==> config.mk <==
export PLATFORM = sky130hd
export DESIGN_NAME = bj_input_conditioner
export DESIGN_NICKNAME = d
export VERILOG_FILES = /design/src/rtl/bj_pkg.sv /design/src/rtl/debounce_channel.sv /design/src/rtl/bj_input_conditioner.sv
export SDC_FILE = /design/constraint.sdc
export NUM_CORES = 1
export LEC_CHECK = 0
export ABC_CLOCK_PERIOD_IN_PS = 22400
export CAP_MARGIN = 40
export CORE_ASPECT_RATIO = 0.6
export CORE_MARGIN = 3
export CORE_UTILIZATION = 60
export DETAILED_ROUTE_END_ITERATION = 16
export GPL_ROUTABILITY_DRIVEN = 0
export HOLD_SLACK_MARGIN = 0.15
export MAX_ROUTING_LAYER = met4
export PLACE_DENSITY = 0.78
export SLEW_MARGIN = 0
export SYNTH_ARGS = -nofsm -noshare
export SYNTH_HDL_FRONTEND = slang
export SYNTH_SLANG_ARGS = --single-unit
==> constraint.sdc <==
create_clock -name clk -period 22.4 [get_ports clk]
set_input_delay 3.36 -clock clk [delete_from_list [all_inputs] [get_ports clk]]
set_output_delay 3.36 -clock clk [all_outputs]
set_load 0.02 [all_outputs]
==> src/rtl/bj_pkg.sv <==
// Shared blackjack constants: button indices (lower index wins arbitration),
// channel counts, bet width and the bet weighting helper.
package bj_pkg;

  localparam int BTN_NEW_GAME = 0;
  localparam int BTN_NEXT     = 1;
  localparam int BTN_STAND    = 2;
  localparam int BTN_HIT      = 3;
  localparam int BTN_DOUBLE   = 4;

  localparam int NUM_BTN = 5;
  localparam int NUM_SW  = 5;
  localparam int BET_W   = 4;

  // Switch channel layout: split first, then bet bits LSB upward.
  localparam int SW_SPLIT   = 0;
  localparam int SW_BET_LSB = 1;

  // Weighted bet total: bit i is worth 2**i chips.
  function automatic logic [BET_W-1:0] bet_total(
    input logic [BET_W-1:0] b
  );
    int t;
    t = 0;
    for (int i = 0; i < BET_W; i++) begin
      if (b[i]) t = t + (1 << i);
    end
    return BET_W'(t);
  endfunction

endpackage

==> src/rtl/debounce_channel.sv <==
// One input channel: SYNC_STAGES-deep synchroniser then a stability counter.
// Ports: clk, reset (async high), raw (pin), level (debounced output).
module debounce_channel #(
  parameter int DEBOUNCE_CYCLES = 1000000,
  parameter int SYNC_STAGES     = 2
) (
  input  logic clk,
  input  logic reset,
  input  logic raw,
  output logic level
);

  localparam int SS = (SYNC_STAGES < 2) ? 2 : SYNC_STAGES;
  localparam int CW = (DEBOUNCE_CYCLES > 1) ?
                      $clog2(DEBOUNCE_CYCLES) : 1;
  localparam logic [CW-1:0] CNT_MAX = CW'(DEBOUNCE_CYCLES - 1);

  logic [SS-1:0] sync_q;
  logic          s;
  logic [CW-1:0] cnt;

  always_ff @(posedge clk or posedge reset) begin
    if (reset) begin
      sync_q <= '0;
    end else begin
      sync_q <= {sync_q[SS-2:0], raw};
    end
  end

  assign s = sync_q[SS-1];

  // Any sample that agrees with the current level restarts the count,
  // so only an unbroken run of DEBOUNCE_CYCLES disagreeing samples flips.
  always_ff @(posedge clk or posedge reset) begin
    if (reset) begin
      cnt   <= '0;
      level <= 1'b0;
    end else if (s == level) begin
      cnt <= '0;
    end else if (cnt == CNT_MAX) begin
      level <= s;
      cnt   <= '0;
    end else begin
      cnt <= cnt + 1'b1;
    end
  end

endmodule

==> src/rtl/bj_input_conditioner.sv <==
// Debounces buttons/switches, turns presses into single arbitrated command
// pulses, and registers the bet total. Ports: raw pins in; command pulses,
// split/bet levels, bet_value and dropped out.
module bj_input_conditioner
  import bj_pkg::*;
#(
  parameter int DEBOUNCE_CYCLES = 1000000,
  parameter int SYNC_STAGES     = 2
) (
  input  logic             clk,
  input  logic             reset,
  input  logic             btn_new_game_raw,
  input  logic             btn_next_raw,
  input  logic             btn_hit_raw,
  input  logic             btn_stand_raw,
  input  logic             btn_double_raw,
  input  logic             sw_split_raw,
  input  logic [BET_W-1:0] sw_bet_raw,
  output logic             new_game,
  output logic             next,
  output logic             hit,
  output logic             stand,
  output logic             double,
  output logic             split,
  output logic [BET_W-1:0] bet,
  output logic [BET_W-1:0] bet_value,
  output logic             dropped
);

  logic [NUM_BTN-1:0] btn_raw;
  logic [NUM_BTN-1:0] btn_lvl;
  logic [NUM_BTN-1:0] btn_prev;
  logic [NUM_BTN-1:0] rise;
  logic [NUM_BTN-1:0] grant;
  logic [NUM_BTN-1:0] cmd_q;
  logic [NUM_SW-1:0]  sw_raw;
  logic [NUM_SW-1:0]  sw_lvl;
  logic               dropped_q;
  logic [BET_W-1:0]   bet_value_q;

  assign btn_raw[BTN_NEW_GAME] = btn_new_game_raw;
  assign btn_raw[BTN_NEXT]     = btn_next_raw;
  assign btn_raw[BTN_STAND]    = btn_stand_raw;
  assign btn_raw[BTN_HIT]      = btn_hit_raw;
  assign btn_raw[BTN_DOUBLE]   = btn_double_raw;

  assign sw_raw = {sw_bet_raw, sw_split_raw};

  for (genvar i = 0; i < NUM_BTN; i++) begin : g_btn
    debounce_channel #(
      .DEBOUNCE_CYCLES (DEBOUNCE_CYCLES),
      .SYNC_STAGES     (SYNC_STAGES)
    ) u_db (
      .clk   (clk),
      .reset (reset),
      .raw   (btn_raw[i]),
      .level (btn_lvl[i])
    );
  end

  for (genvar i = 0; i < NUM_SW; i++) begin : g_sw
    debounce_channel #(
      .DEBOUNCE_CYCLES (DEBOUNCE_CYCLES),
      .SYNC_STAGES     (SYNC_STAGES)
    ) u_db (
      .clk   (clk),
      .reset (reset),
      .raw   (sw_raw[i]),
      .level (sw_lvl[i])
    );
  end

  assign rise = btn_lvl & ~btn_prev;

  // Isolate the lowest set bit: index 0 carries the highest priority.
  assign grant = rise & (~rise + NUM_BTN'(1));

  always_ff @(posedge clk or posedge reset) begin
    if (reset) begin
      btn_prev    <= '0;
      cmd_q       <= '0;
      dropped_q   <= 1'b0;
      bet_value_q <= '0;
    end else begin
      btn_prev    <= btn_lvl;
      cmd_q       <= grant;
      dropped_q   <= |(rise & ~grant);
      bet_value_q <= bet_total(sw_lvl[SW_BET_LSB +: BET_W]);
    end
  end

  assign new_game  = cmd_q[BTN_NEW_GAME];
  assign next      = cmd_q[BTN_NEXT];
  assign stand     = cmd_q[BTN_STAND];
  assign hit       = cmd_q[BTN_HIT];
  assign double    = cmd_q[BTN_DOUBLE];
  assign dropped   = dropped_q;
  assign split     = sw_lvl[SW_SPLIT];
  assign bet       = sw_lvl[SW_BET_LSB +: BET_W];
  assign bet_value = bet_value_q;

endmodule

==> reports/results.txt <==
status: complete, no violations
distinct cell type count after synthesis: 49
fin util: 0.6955
syn nets: 1168
die width: 185.0 um
area leader, netlist: dfrtp_1
CP Class: reg2out
clk buf depth: 3
placed cells: 1387
CTS tree: done
setup tns final: 0 ns
Clock transition at path regs: 0.06 ns
critical path data arrival time: 1.53 ns
FP Rows: 38
Syn. warnings: 0
Synth Flop Type: dfrtp_1
Layout area overhead: 11.29%
max-slew violations: 0
initial antenna violation count: 0
DIE HEIGHT: 113.4 um
# clock sinks: 245
GR Util All Layers: 0.2335
critical path's largest stage delay: 0.63 ns
crit end category: output port
DRC: 0
Max Clock Skew: 0.01493 ns
most common cell after layout, fill and taps aside: dfrtp_1
Final Hold Violating Endpoints: 0
unrepaired setup endpoints after global routing: no
Crit-path slowest cell: clkdlybuf4s50_1
ANT cells: 0
grt total ovfl: 0
critical path startpoint category: register
Static Leakage: 5.145 nW
top post-synthesis cells by area: dfrtp_1 (53%), xnor2_1 (5.6%), nor2_1 (5.1%)
vias in the first global route: 8079
flops & latches, synth: 245
fin crit period: 4.894 ns
Final HPWL DP: 15.07 mm
Pwr Density: 68.05 mW/mm^2
synthesized area per cell: 10.06 sq um
Post-CTS Hold Fix Bufs: 0
critical path fanouts, max: 4
drt total wl: 22.83 mm
WHS: 0.3431 ns
Die Area: 0.02097 sq mm
Async SR Flop Fraction: 1.000
# resized after CTS: 0
Least-Margin Pin Slew: 0.7663 ns
via count: 8495
TritonCTS buffer count: 23
PortBufs: 26
Final setup viols: 0
Nets: 1194
Max-Cap Viols: 0
Detail Route Antenna Nets: 0
Final Total Pwr: 0.8732 mW
wire per inst: 16.00 um
Via density: 5.953
post-CTS setup buffer count: 0
Placeable Area: 0.01845 sq mm
Hold Path Class: reg2reg
VDD IR-drop max: 0.00005803 V
share of the yosys chip area belonging to registers: 0.5317
fmax: 204.3 MHz
Initial Util: 0.6250
leading cell types in the layout, fill and taps excluded: dfrtp_1 (245), nor2_1 (157), nand3_1 (75)
Root Driver: clkbuf_16
First DRT Iteration DRCs: 803
Rel. slew slack: 0.4892
Top Ports: 27
CTS H-tree depth: 1
first drt pass iteration count: 5
Layout Cells excl Fill: 1427
global-route wire length before repair: 39.91 mm
Synth top area share: 0.5317
critical path buffer and inverter count: 1
largest net degree at the start of global routing: 112
WP data required: 19.04 ns
Mapped Cells: 1146
number of flops mapped to enable cells by yosys: 0
mapped cell area: 0.01153 sq mm
family with the most delay on the worst path: buffers and inverters
clock latency on the worst-skew pair: 0.50 ns
share of cells above drive strength 1: 0.07161
crit path cell chain: clkdlybuf4s50_1
period utilization: 0.2185
## per-layer routing
layer,track usage,up-vias,wire length [um]
met2,0.3409,201,10080
met5,-,-,0
met4,0.04496,0,358
li1,-,4111,-
met1,0.3573,4151,11480
met3,0.03027,32,909
## path summary, 6_finish.rpt
| check | start | slack (ns) | depth (start not counted) | endpoint |
|---|---|---|---|---|
| worst max-delay path | g_sw[3].u_db.level | 17.51 | 1 | bet[2] |
| worst max register to register | g_btn[0].u_db.cnt[16] | 20.02 | 5 | g_btn[0].u_db.cnt[18] |
| worst min register to register | g_btn[0].u_db.sync_q[0] | 0.34 | 0 | g_btn[0].u_db.sync_q[1] |
| min in group asynchronous | reset | 3.41 | 2 | g_sw[1].u_db.cnt[17] |
| worst min-delay path | g_btn[0].u_db.sync_q[0] | 0.34 | 0 | g_btn[0].u_db.sync_q[1] |
| max in group asynchronous | reset | 17.73 | 3 | g_sw[2].u_db.cnt[7] |
## state kept, by name, summed over array words and instances, names as in the netlist, 4 cells and up
register and flops:
g_btn.u_db.cnt 100, g_sw.u_db.cnt 100, g_btn.u_db.sync_q 10, g_sw.u_db.sync_q 10
btn_prev 5, cmd_q 5, g_btn.u_db.level 5, g_sw.u_db.level 5
bet_value 4
## logic make-up after synthesis
family | share of synthesized area
DFF | 0.5317
buffers and inverters | 0.02756
adders and majority gates | 0.01172
xor gates and xnor gates | 0.09951
AOI/OAI and AO/OA | 0.06707
and+or+nand+nor | 0.2509
muxes | 0.01150
## cell type report
| class | instances | area (sq um) |
|---|---|---|
| Clock buffer | 36 | 714.4 |
| Clock inverter | 4 | 45.04 |
| Fill cell | 1364 | 5617 |
| Inverter | 39 | 153.9 |
| Multi-Input combinational cell | 825 | 5109 |
| Sequential cell | 245 | 6131 |
| Tap cell | 240 | 300.3 |
| Timing Repair Buffer | 38 | 377.9 |
## power breakdown
group | internal, mW | switching (mW) | total (mW)
clock network | 0.229 | 0.160 | 0.389
logic | 0.00908 | 0.0196 | 0.0287
registers | 0.449 | 0.00653 | 0.455
## cell usage after synthesis (8+ instances only)
cell / count
dfrtp_1: 245
mux2_2: 10
a21oi_1: 56
and4_1: 16
inv_1: 39
buf_2: 8
nor4_1: 28
ha_1: 10
or4_1: 32
o31ai_1: 23
xnor2_1: 74
nand2_1: 67
or3_1: 34
nand4_1: 41
nand3_1: 75
and3_1: 10
clkbuf_1: 24
xor2_1: 57
nor2_1: 157
o21ai_0: 36
nor4b_1: 10
nor3_1: 35
## stage by stage
step                setup WS (ns)  instance area, sq um
floorplan                   12.31                 11530
global placement            16.96                 12020
detailed placement          17.07                 12070
CTS                         17.48                 12830
global route                17.38                 12830
finish                      17.51                 12830
Power figures use the tool's default switching activity.
